$ cat src/rtl/snoopy_invalidate_controller_if.sv
// Tag/state/data array port of one cache unit, shared by its snoop controller.
interface SnoopyCacheInterface #(
    parameter int unsigned TAG_WIDTH         = 6,
    parameter int unsigned INDEX_WIDTH       = 6,
    parameter int unsigned OFFSET_WIDTH      = 4,
    parameter int unsigned SET_ASSOCIATIVITY = 2,
    parameter int unsigned DATA_WIDTH        = 16
) ();
    logic [INDEX_WIDTH-1:0]       index;
    logic [OFFSET_WIDTH-1:0]      offset;
    logic [TAG_WIDTH-1:0]         tagIn;
    logic [1:0]                   stateIn;
    logic                         writeState;
    logic [DATA_WIDTH-1:0]        dataOut;
    logic [SET_ASSOCIATIVITY-1:0] cacheNumber;
    logic [1:0]                   stateOut;
    logic                         hit;

    modport controller (
        output index, offset, tagIn, stateIn, writeState,
        input  dataOut, cacheNumber, stateOut, hit
    );

    modport cache (
        input  index, offset, tagIn, stateIn, writeState,
        output dataOut, cacheNumber, stateOut, hit
    );
endinterface

$ cat src/rtl/snoopy_invalidate_controller.sv
// Snoop-side MSI controller: looks up a snooped block, flushes it if modified,
// downgrades/invalidates its state and acknowledges the bus request.
module snoopy_invalidate_controller #(
    parameter int unsigned TAG_WIDTH         = 6,
    parameter int unsigned INDEX_WIDTH       = 6,
    parameter int unsigned OFFSET_WIDTH      = 4,
    parameter int unsigned SET_ASSOCIATIVITY = 2,
    parameter int unsigned DATA_WIDTH        = 16,
    parameter logic [1:0]  INVALID_STATE     = 2'b00,
    parameter logic [1:0]  SHARED_STATE      = 2'b01,
    parameter logic [1:0]  MODIFIED_STATE    = 2'b10
) (
    input  logic                                        clock,
    input  logic                                        reset,
    input  logic                                        snoopRequest,
    input  logic [1:0]                                  snoopCommand,
    input  logic [TAG_WIDTH+INDEX_WIDTH+OFFSET_WIDTH-1:0] snoopAddress,
    output logic                                        snoopAck,
    output logic                                        snoopShared,
    output logic [DATA_WIDTH-1:0]                       flushData,
    output logic                                        flushValid,
    input  logic                                        flushReady,
    SnoopyCacheInterface.controller                     cacheInterface
);
    localparam int unsigned ADDR_WIDTH = TAG_WIDTH + INDEX_WIDTH + OFFSET_WIDTH;

    typedef enum logic [2:0] {
        ST_IDLE, ST_LOOKUP, ST_FLUSH, ST_UPDATE, ST_RESPOND
    } state_e;

    typedef enum logic [1:0] {
        CMD_READ       = 2'b00,
        CMD_READ_EX    = 2'b01,
        CMD_INVALIDATE = 2'b10,
        CMD_RESERVED   = 2'b11
    } cmd_e;

    state_e                  state_q, state_d;
    cmd_e                    cmd_q, cmd_d;
    logic [TAG_WIDTH-1:0]    tag_q, tag_d;
    logic [INDEX_WIDTH-1:0]  index_q, index_d;
    logic                    valid_q, valid_d;
    logic [1:0]              line_state_q, line_state_d;
    logic [OFFSET_WIDTH-1:0] word_q, word_d;

    logic                    line_valid;
    logic [1:0]              target_state;
    logic [OFFSET_WIDTH-1:0] unused_offset;
    logic [SET_ASSOCIATIVITY-1:0] unused_way;

    // Block offset of the snooped address and the hit way play no part in the protocol.
    assign unused_offset = snoopAddress[OFFSET_WIDTH-1:0];
    assign unused_way    = cacheInterface.cacheNumber;

    assign line_valid = cacheInterface.hit && (cacheInterface.stateOut != INVALID_STATE);

    // UPDATE is only reached for valid lines; only a read of a modified line keeps a copy.
    assign target_state = (line_state_q == MODIFIED_STATE && cmd_q == CMD_READ)
                          ? SHARED_STATE : INVALID_STATE;

    // State and captured-request registers.
    always_ff @(posedge clock or negedge reset) begin
        if (!reset) begin
            state_q      <= ST_IDLE;
            cmd_q        <= CMD_READ;
            tag_q        <= '0;
            index_q      <= '0;
            valid_q      <= 1'b0;
            line_state_q <= '0;
            word_q       <= '0;
        end else begin
            state_q      <= state_d;
            cmd_q        <= cmd_d;
            tag_q        <= tag_d;
            index_q      <= index_d;
            valid_q      <= valid_d;
            line_state_q <= line_state_d;
            word_q       <= word_d;
        end
    end

    // Next-state decode and per-state drive of bus and cache-array outputs.
    always_comb begin
        state_d      = state_q;
        cmd_d        = cmd_q;
        tag_d        = tag_q;
        index_d      = index_q;
        valid_d      = valid_q;
        line_state_d = line_state_q;
        word_d       = word_q;

        snoopAck                  = 1'b0;
        snoopShared               = 1'b0;
        flushData                 = '0;
        flushValid                = 1'b0;
        cacheInterface.index      = '0;
        cacheInterface.offset     = '0;
        cacheInterface.tagIn      = '0;
        cacheInterface.stateIn    = '0;
        cacheInterface.writeState = 1'b0;

        case (state_q)
            ST_IDLE: begin
                if (snoopRequest) begin
                    cmd_d   = cmd_e'(snoopCommand);
                    tag_d   = snoopAddress[ADDR_WIDTH-1 -: TAG_WIDTH];
                    index_d = snoopAddress[OFFSET_WIDTH +: INDEX_WIDTH];
                    state_d = ST_LOOKUP;
                end
            end
            ST_LOOKUP: begin
                cacheInterface.index = index_q;
                cacheInterface.tagIn = tag_q;
                valid_d      = line_valid;
                line_state_d = cacheInterface.stateOut;
                word_d       = '0;
                if (!line_valid || cmd_q == CMD_RESERVED)
                    state_d = ST_RESPOND;
                else if (cacheInterface.stateOut == MODIFIED_STATE)
                    state_d = ST_FLUSH;
                else if (cmd_q == CMD_READ)
                    state_d = ST_RESPOND;
                else
                    state_d = ST_UPDATE;
            end
            ST_FLUSH: begin
                cacheInterface.index  = index_q;
                cacheInterface.tagIn  = tag_q;
                cacheInterface.offset = word_q;
                flushData  = cacheInterface.dataOut;
                flushValid = 1'b1;
                if (flushReady) begin
                    word_d = word_q + {{(OFFSET_WIDTH-1){1'b0}}, 1'b1};
                    if (word_q == '1)
                        state_d = ST_UPDATE;
                end
            end
            ST_UPDATE: begin
                cacheInterface.index      = index_q;
                cacheInterface.tagIn      = tag_q;
                cacheInterface.stateIn    = target_state;
                cacheInterface.writeState = 1'b1;
                state_d = ST_RESPOND;
            end
            ST_RESPOND: begin
                snoopAck    = 1'b1;
                snoopShared = valid_q && (cmd_q == CMD_READ);
                state_d     = ST_IDLE;
            end
            default: state_d = ST_IDLE;
        endcase
    end
endmodule

$ cat src/flat_wrapper.sv
// flat-port wrapper written by rule: the top's interface ports become plain ports
module snoopy_invalidate_controller_flat 
#(
    parameter int unsigned TAG_WIDTH         = 6,
    parameter int unsigned INDEX_WIDTH       = 6,
    parameter int unsigned OFFSET_WIDTH      = 4,
    parameter int unsigned SET_ASSOCIATIVITY = 2,
    parameter int unsigned DATA_WIDTH        = 16,
    parameter logic [1:0]  INVALID_STATE     = 2'b00,
    parameter logic [1:0]  SHARED_STATE      = 2'b01,
    parameter logic [1:0]  MODIFIED_STATE    = 2'b10
)
  (clock, reset, snoopRequest, snoopCommand, snoopAddress, snoopAck, snoopShared, flushData, flushValid, flushReady, cacheInterface_index, cacheInterface_offset, cacheInterface_tagIn, cacheInterface_stateIn, cacheInterface_writeState, cacheInterface_dataOut, cacheInterface_cacheNumber, cacheInterface_stateOut, cacheInterface_hit);
  SnoopyCacheInterface #(.TAG_WIDTH(TAG_WIDTH), .INDEX_WIDTH(INDEX_WIDTH), .OFFSET_WIDTH(OFFSET_WIDTH), .SET_ASSOCIATIVITY(SET_ASSOCIATIVITY), .DATA_WIDTH(DATA_WIDTH)) cacheInterface_i ();
  input  logic clock;
  input  logic reset;
  input  logic snoopRequest;
  input  logic [1:0] snoopCommand;
  input  logic [TAG_WIDTH+INDEX_WIDTH+OFFSET_WIDTH-1:0] snoopAddress;
  output logic snoopAck;
  output logic snoopShared;
  output logic [DATA_WIDTH-1:0] flushData;
  output logic flushValid;
  input  logic flushReady;
  output wire logic [$bits(cacheInterface_i.index)-1:0] cacheInterface_index;
  output wire logic [$bits(cacheInterface_i.offset)-1:0] cacheInterface_offset;
  output wire logic [$bits(cacheInterface_i.tagIn)-1:0] cacheInterface_tagIn;
  output wire logic [$bits(cacheInterface_i.stateIn)-1:0] cacheInterface_stateIn;
  output wire logic [$bits(cacheInterface_i.writeState)-1:0] cacheInterface_writeState;
  input wire logic [$bits(cacheInterface_i.dataOut)-1:0] cacheInterface_dataOut;
  input wire logic [$bits(cacheInterface_i.cacheNumber)-1:0] cacheInterface_cacheNumber;
  input wire logic [$bits(cacheInterface_i.stateOut)-1:0] cacheInterface_stateOut;
  input wire logic [$bits(cacheInterface_i.hit)-1:0] cacheInterface_hit;
  assign cacheInterface_index = cacheInterface_i.index;
  assign cacheInterface_offset = cacheInterface_i.offset;
  assign cacheInterface_tagIn = cacheInterface_i.tagIn;
  assign cacheInterface_stateIn = cacheInterface_i.stateIn;
  assign cacheInterface_writeState = cacheInterface_i.writeState;
  assign cacheInterface_i.dataOut = cacheInterface_dataOut;
  assign cacheInterface_i.cacheNumber = cacheInterface_cacheNumber;
  assign cacheInterface_i.stateOut = cacheInterface_stateOut;
  assign cacheInterface_i.hit = cacheInterface_hit;
  snoopy_invalidate_controller #(.TAG_WIDTH(TAG_WIDTH), .INDEX_WIDTH(INDEX_WIDTH), .OFFSET_WIDTH(OFFSET_WIDTH), .SET_ASSOCIATIVITY(SET_ASSOCIATIVITY), .DATA_WIDTH(DATA_WIDTH), .INVALID_STATE(INVALID_STATE), .SHARED_STATE(SHARED_STATE), .MODIFIED_STATE(MODIFIED_STATE)) u_core (.clock(clock), .reset(reset), .snoopRequest(snoopRequest), .snoopCommand(snoopCommand), .snoopAddress(snoopAddress), .snoopAck(snoopAck), .snoopShared(snoopShared), .flushData(flushData), .flushValid(flushValid), .flushReady(flushReady), .cacheInterface(cacheInterface_i));
endmodule
$ cat config.mk
export PLATFORM = sky130hd
export DESIGN_NAME = snoopy_invalidate_controller_flat
export DESIGN_NICKNAME = d
export VERILOG_FILES = /design/src/rtl/snoopy_invalidate_controller_if.sv /design/src/rtl/snoopy_invalidate_controller.sv /design/src/flat_wrapper.sv
export SDC_FILE = /design/constraint.sdc
export NUM_CORES = 1
export LEC_CHECK = 0
export ABC_AREA = 1
export CAP_MARGIN = 30
export CORE_MARGIN = 4
export CORE_UTILIZATION = 40
export CTS_CLUSTER_DIAMETER = 200
export DETAILED_ROUTE_END_ITERATION = 8
export DONT_BUFFER_PORTS = 1
export PLACE_DENSITY = 0.6
export SLEW_MARGIN = 20
export SYNTH_ARGS = -nofsm -noshare
export SYNTH_HDL_FRONTEND = slang
export SYNTH_SLANG_ARGS = --single-unit
$ cat constraint.sdc
create_clock -name clock -period 1.35 [get_ports clock]
set_input_delay 0.3375 -clock clock [delete_from_list [all_inputs] [get_ports clock]]
set_output_delay 0.3375 -clock clock [all_outputs]
set_load 0.005 [all_outputs]
==> flow_results.org, run 1 <==
** Setup path
- Worst EP required :: just over 1 ns
- The startpoint identified for the worst register-to-register timing path is u_core.state_q[0].
- Maximum fanout along the worst path :: 7
- The worst setup path is launched from a flip-flop.
- At the worst endpoint, the arrival time is around 1.4 ns.
- In this run the critical register-to-register path is captured at u_core.cmd_q[0].
- Endpoint kind of the worst setup timing path :: output pin
- Flop-to-flop setup slack :: -0.26 ns
- Cells on worst reg2reg path :: 10
- By startpoint and endpoint, the worst setup path is classified as flip-flop to output pin.

** Final layout
- For this run, the post-layout net count is 268.
- Of the cells placed in the final design, the portion with a size suffix greater than 1 is around 45%.
- Relative to the synthesized area, the layout overhead comes to 50.9%.
- Non-filler cells in the finished layout :: 269
- Diodes inserted :: 0
- With fillers left out, the area of the finished cells amounts to around 0.0021 mm².

** Clock network
- Number of buffers added by the clock tree synthesis step :: 3
- CTS tree :: done
- The clock passes through at most 2 buffers.
- Later-pin clock latency in the skew report :: 0.31 ns
- Clock transition time at the flip-flop clock pins of the worst setup and hold paths :: 0.14 ns
- CTS H-Tree Depth :: 1
- Clock sink total :: 24
- Clock Tree Root :: clkbuf_4

** Global routing
- Number of antenna violations at the first check in global routing :: 0
- Global routing finished with a remaining overflow of 0.
- Global routing consumed, over all layers together, 15.9% of the routing resources.
- The number of global-route vias before repair came to roughly 1200.
- Maximum number of pins on one net before global-route repair :: 25
- The first global-routing pass estimated about 5.5 mm of wire.

** STA
- Final critical-path share of the clock period :: 127%
- The hold violation count in the final report is 0.
- Counting I/O delays and the setup requirement, the final critical path takes 1.72 ns.
- Final worst setup slack :: -0.367 ns
- Maximum achievable frequency :: 0.582 GHz
- The max-slew violation count was 0.
- Setup clock skew after layout :: 0.00833 ns
- Setup violations remaining at the end of the flow were counted as 56.
- Setup repair after global routing missed its margin :: true

** Floorplan
- Initial standard-cell utilization of the core :: 41.9%
- Die area :: 0.00456 mm²
- The die is 67.6 µm wide.
- In this run the count of I/O pins placed on the die edge is 81.
- CORE AREA :: 0.00339 mm²
- From bottom edge to top edge, the die measures approximately 68 µm.
- The floorplan has 21 rows.

** Yosys
- Biggest area contributors in the synthesized netlist :: dfrtp_1 42%, nor2_1 15%, inv_1 11%
- Most instantiated flip-flop cell in the synthesis netlist :: dfrtp_1
- The number of nets in the synthesized netlist is 241.
- nor2_1 is the most common cell in the netlist.
- After synthesis, the netlist uses 21 different library cells.
- After synthesis the cells add up to approximately 0.0014 mm².
- Fraction of registers with async set or reset after synthesis :: 100%
- Counting instances in the post-synthesis netlist gives the leading cell types as 56 x nor2_1, 43 x inv_1, 25 x nand2_1, 24 x dfrtp_1, 14 x a21oi_2.
- Summed over its instances, the top area cell type makes up 42.3% of the synthesized netlist area.
- Counting flops and latches in the post-synthesis netlist gives 24.
- Counting flops with a built-in enable in the synthesized netlist gives 0.
- Share of synthesized area occupied by flip-flops and latches :: around 42%
- Synthesis handed over a netlist of approximately 200 instances.
- Count of yosys warnings during synthesis :: 0
- Syn Area/Cell :: 7.20 µm²
- dfrtp_1 takes more of the synthesized area than any other cell.

** Run status
- Status :: complete, but fails checks
- The checks that failed: negative setup slack.

** Power
- Power Dens Cells :: 2050 mW/mm²
- Static leakage power :: 1.00 nW
- Worst-case vdd ir drop :: 0.000950 V

** Placement
- Count of buffers from port buffering :: 0
- Routability-driven placement finished with a final weighted congestion of 0.737.
- DP Wirelength :: 2.22 mm
- Timing analysis after detailed placement gives a worst setup slack of -0.0103 ns.
- Post-placement cell count :: 249
- In this run the cell area measured after placement is 0.00153 mm².

** Detailed routing
- After detailed routing, the number of remaining DRC violations is 0.
- The detailed router placed 1255 vias in this run.
- Violation count after the first detailed-route iteration :: 33
- Routed vias/inst :: about 4.7
- Post-detailed-routing wire length :: ~3.6 mm
- Post-route ant nets :: 0
- After detailed routing, the average wire length per cell comes to 13.5 µm.
- 1st-pass router iterations :: 3

** Min path
- Number of stages on the worst hold path :: 2
- Hold worst-path end :: u_core.tag_q[0]
- In this run the most critical hold path is launched from snoopAddress[10].
- Worst hold path class :: input pin to flip-flop

** Run
- The tool flagged a number of max-cap violations equal to 0.
==> through the flow <==
step | hold slack [ns] | power [mW] | util [%] | TNS [ns]
floorplan | 0.0419 | 2.37 | - | 0
global placement | 0.0424 | 2.78 | 45.3 | -0.00831
detailed placement | 0.0425 | 2.82 | 45.3 | -0.0236
CTS | 0.130 | 4.12 | 57.5 | -14.66
global route | 0.123 | 4.74 | 63.2 | -19.77
finish | 0.146 | 4.38 | 63.2 | -14.64
==> kinds of logic after synthesis <==
kind of cell    share of synthesized area, %
simple gates                            29.8
flops                                   42.3
fa+ha+maj                              0.882
buf+inv                                 15.6
compound gates                          11.1
other cells                            0.264
==> routing by layer <==
metal  part of all wire, %  wire [µm]  vias up  track usage, %
met1                    43       1570      570            20.5
met2                    50       1800       45            27.3
met4                  0.47         17        0            4.56
met3                   6.6        240        2            2.50
met5                     0          0        -               0
li1                      -          -      638               -
==> critical path, stage by stage (launching register included) <==
cell and delay (ns):
dfrtp_2 0.46, buf_6 0.13, nor2_4 0.09, buf_12 0.16, nand2_8 0.10, nor2_4 0.13
==> power breakdown <==
group / internal [mW] / leakage, nW / switching, mW
Clock: 0.300 / 0.0279 / 0.218
Sequential: 1.02 / 0.281 / 0.163
Combinational: 1.17 / 0.693 / 1.50
Total: 2.49 / 1.00 / 1.88
==> cell usage in the layout (no fill, tap or decap), drive strengths merged <==
cell | synthesis | layout
a21oi | 14 | 14
nor2 | 57 | 57
nand3b | 1 | 1
ha | 1 | 1
inv | 45 | 45
nand3 | 10 | 10
nor3 | 1 | 1
dlygate4sd3 | 0 | 1
o21ai | 7 | 7
bufinv | 0 | 1
clkbuf | 0 | 3
nor4b | 1 | 1
conb | 1 | 1
buf | 7 | 25
nand4 | 1 | 1
dfrtp | 24 | 24
nand2 | 27 | 30
==> layout make-up <==
type                       instances  area, µm²
fill                             297       1250
tap                               46       57.6
clock buffer                       3       22.5
sequential                        24        603
multi-input combinational        124        938
clock inverter                     1       30.0
inverter                          45        171
timing repair buffer              26        318
==> what timing repair did <==
item                       4_1_cts  5_1_grt
hold endpoints to repair        24        0
gates cloned                     4        2
setup endpoints to repair       44       60
setup buffers                    7        1
resized for setup               53       42
pin swaps                        3        4
hold buffers                     2        0
==> registers in the layout, summed over array words and instances, names as in the netlist <==
signal and flops:
u_core.word_q 4, u_core.tag_q 6, u_core.cmd_q 2, u_core.index_q 6
u_core.state_q 3, u_core.line_state_q 2, u_core.valid_q 1
==> how the worst max path moves through the flow <==
stage          slack, ns              start  depth (start not counted)                        end
5_1_grt            -0.45  u_core.state_q[0]                          5              flushData[12]
3_5_place_dp       -0.01  u_core.state_q[2]                          4               flushData[6]
6_report           -0.37  u_core.state_q[0]                          5              flushData[12]
4_1_cts            -0.36  u_core.state_q[2]                          5               flushData[1]
2_1_floorplan       0.04  u_core.state_q[1]                          3    cacheInterface_index[0]
3_3_place_gp      -0.006  u_core.state_q[2]                          4  cacheInterface_stateIn[0]
(Power assumes the default switching activity.)
==> inputs of run 2 (changes only) <==
Settings changed: CORE_MARGIN 4 to 1.5, PLACE_DENSITY 0.6 to 0.58.
Clock period 1.35 ns to 2.15 ns, I/O delays scaled along.
==> run 2 against run 1 <==
The flow now finishes without violations; highest routed layer unchanged; clock power is 38% lower; combinational power decreased by 69%; global-route usage decreased by 0.72 points; clock-buffer cell count unchanged; sequential share of layout area up 12 points; power is 56% lower; critical endpoint is now flushData[6]; largest power group unchanged; clock skew down 0.0047 ns; die area down 14%.
==> flow_results.org, run 2 (synthesis results as in run 1) <==
** Floorplan
- In this run the count of I/O pins placed on the die edge is 81.
- The floorplan has 21 rows.
- CORE AREA :: 0.00336 mm²
- For this configuration, the core starts out at a cell density of 42.2%.
- Die area :: 0.00391 mm²
- Measured along the x axis, the die boundary spans 62.6 µm.
- From bottom edge to top edge, the die measures ~63 µm.

** Setup path
- Counting cells, the worst reg-to-reg path comes to 4.
- The startpoint identified for the worst register-to-register timing path is u_core.state_q[0].
- Crit path launch type :: flip-flop
- For the worst setup path, the data arrival time is 1.39 ns.
- For the worst setup path, the data required time is 1.61 ns.
- Setup slack on the worst reg-to-reg path comes out at 0.73 ns.
- Setup CP Type :: flip-flop to output pin
- Terminus of the critical flop-to-flop path :: u_core.index_q[0]
- The worst setup path is captured at an output pin.
- Along the worst path, the maximum fanout reaches 26.

** STA
- Setup violations remaining at the end of the flow were counted as 0.
- Maximum achievable frequency :: 0.519 GHz
- Actual transition at the worst max-transition pin :: 0.518 ns
- Number of pins with negative max-slew slack in the final report :: 0
- Setup clock skew after layout :: 0.00365 ns
- Setup repair after global routing left no endpoint under its margin.
- Of the available clock period, the critical path in the final layout requires 89.7%.
- Headroom to the max-slew limit came out at 65.5%.
- Hold violation total from the final report :: 0
- Sum of negative setup slack :: 0 ns
- Final worst path period need :: 1.93 ns

** Global routing
- Maximum number of pins on one net before global-route repair :: 29
- The number of global-route vias before repair came to around 1100.
- Number of antenna violations at the first check in global routing :: 0
- Global-route wire length before repair :: 4.68 mm
- All-layer global routing usage :: 15.2%
- The total overflow left after global routing is 0.

** Clock network
- TritonCTS built the clock tree.
- Clock transition time at the flip-flop clock pins of the worst setup and hold paths :: 0.13 ns
- Clock Tree Root :: clkbuf_4
- Number of buffers added by the clock tree synthesis step :: 3
- Max Buffers Root-to-Sink :: 2
- The clock net in this run drives a total of 24 sinks.
- For the worst-skew pair, the clock arrives at the later sink with an insertion delay of 0.31 ns.
- Once the clock tree was built, the setup fixing pass inserted 0 buffers.
- In this run the number of H-tree levels came out at 1.

** Run status
- Status :: complete, no violations

** Detailed routing
- The detail route stage leaves a number of antenna-violating nets equal to 0.
- The final route contains 1144 vias.
- 1st-pass router iterations :: 4
- Routed vias/inst :: 4.73
- Summed over all layers, the routed wires come to approximately 2.8 mm.
- In the final routed layout, each cell accounts on average for 11.6 µm.
- In this run, the number of DRC markers left after iteration 0 of detailed routing was 24.
- Number of DRC violations after detailed routing :: 0

** Power
- For this design the ratio of total power to cell area is 1280 mW/mm².
- In this run the static leakage power is 0.830 nW.
- Worst-case vdd ir drop :: 0.000448 V

** Placement
- Count of buffers from port buffering :: 0
- Post-placement cell count :: 237
- Routability-driven placement finished with a final weighted congestion of 0.710.
- DP Wirelength :: 2.20 mm

** Final layout
- Number of nets in the final layout :: 241
- Non-filler cells in the finished layout :: 242
- Commonest cells after routing, fill and taps aside :: 56 x nor2_1, 43 x inv_1, 25 x nand2_1, 24 x dfrtp_1, 14 x a21oi_2
- The library cell used most frequently in the layout, excluding fill and tap cells, is nor2_1.
- Diodes inserted :: 0
- Largest registers :: u_core.index_q x6, u_core.tag_q x6, u_core.word_q x4
- Area added between synthesis and finish :: 4.94%
- Number of inserted filler cells in the final layout :: 370
- Proportion of layout cells with a drive suffix above 1 :: 13.3%

** Run
- Max-Cap Viols :: 0

** Min path
- Worst hold path class :: input pin to asynchronous set/reset pin
run 2: changes by cell type in the layout (fill, tap and decap cells not counted), sizes merged:
cell,before,now
buf,25,2
nand2,30,27
dlygate4sd3,1,0
run 2: worst max-delay path by stage:
stage	start	end	slack, ns	cells past startpoint
finish	u_core.state_q[0]	flushData[6]	0.22	3
global route	u_core.state_q[0]	flushData[6]	0.13	3
CTS	u_core.state_q[0]	flushData[6]	0.22	3
detailed placement	u_core.state_q[0]	flushData[6]	0.58	3
global placement	u_core.state_q[0]	flushData[6]	0.61	3
floorplan	u_core.state_q[1]	cacheInterface_index[0]	0.64	3
run 2: metrics by stage:
stage | power [mW] | hold slack, ns | area (µm²) | util [%] | setup slack [ns]
detailed placement | 1.61 | 0.243 | 1430 | 42.6 | 0.578
floorplan | 1.49 | 0.242 | 1420 | - | 0.644
CTS | 1.95 | 0.355 | 1490 | 44.4 | 0.217
global route | 2.11 | 0.194 | 1490 | 44.3 | 0.133
finish | 1.91 | 0.176 | 1490 | 44.3 | 0.222
global placement | 1.57 | 0.243 | 1430 | 42.6 | 0.612
run 2: routing by layer:
layer  wire length (µm)  GRT usage [%]  up-vias
li1                   -              -      578
met1               1160           17.1      501
met2               1350           26.7       57
met3                218           2.88        8
met4                 76           8.61        0
met5                  0              0        -
run 2: layout make-up:
class                   instances  area, µm²  share of cell area (%)
clock buffers                   3       22.5                    1.51
clock inverters                 1       30.0                    2.02
inverters                      45        169                    11.3
multi-input cells             121        597                    40.1
flip-flops and latches         24        601                    40.3
well taps                      46       57.6                    3.87
repair buffers                  2       12.5                   0.840
run 2: power by group:
part	internal, mW	switching [mW]	leakage, nW
Sequential	0.637	0.112	0.283
Clock	0.189	0.134	0.0279
Combinational	0.269	0.570	0.519
run 2: critical path: stages (launching register included):
cell	delay, ns
dfrtp_1	0.46
nor2_4	0.21
nand2_4	0.19
nor2_1	0.22
run 2: repair_timing:
item	CTS	global route
endpoints found under the hold margin	24	0
gates resized for setup	0	0
hold buffers	1	0
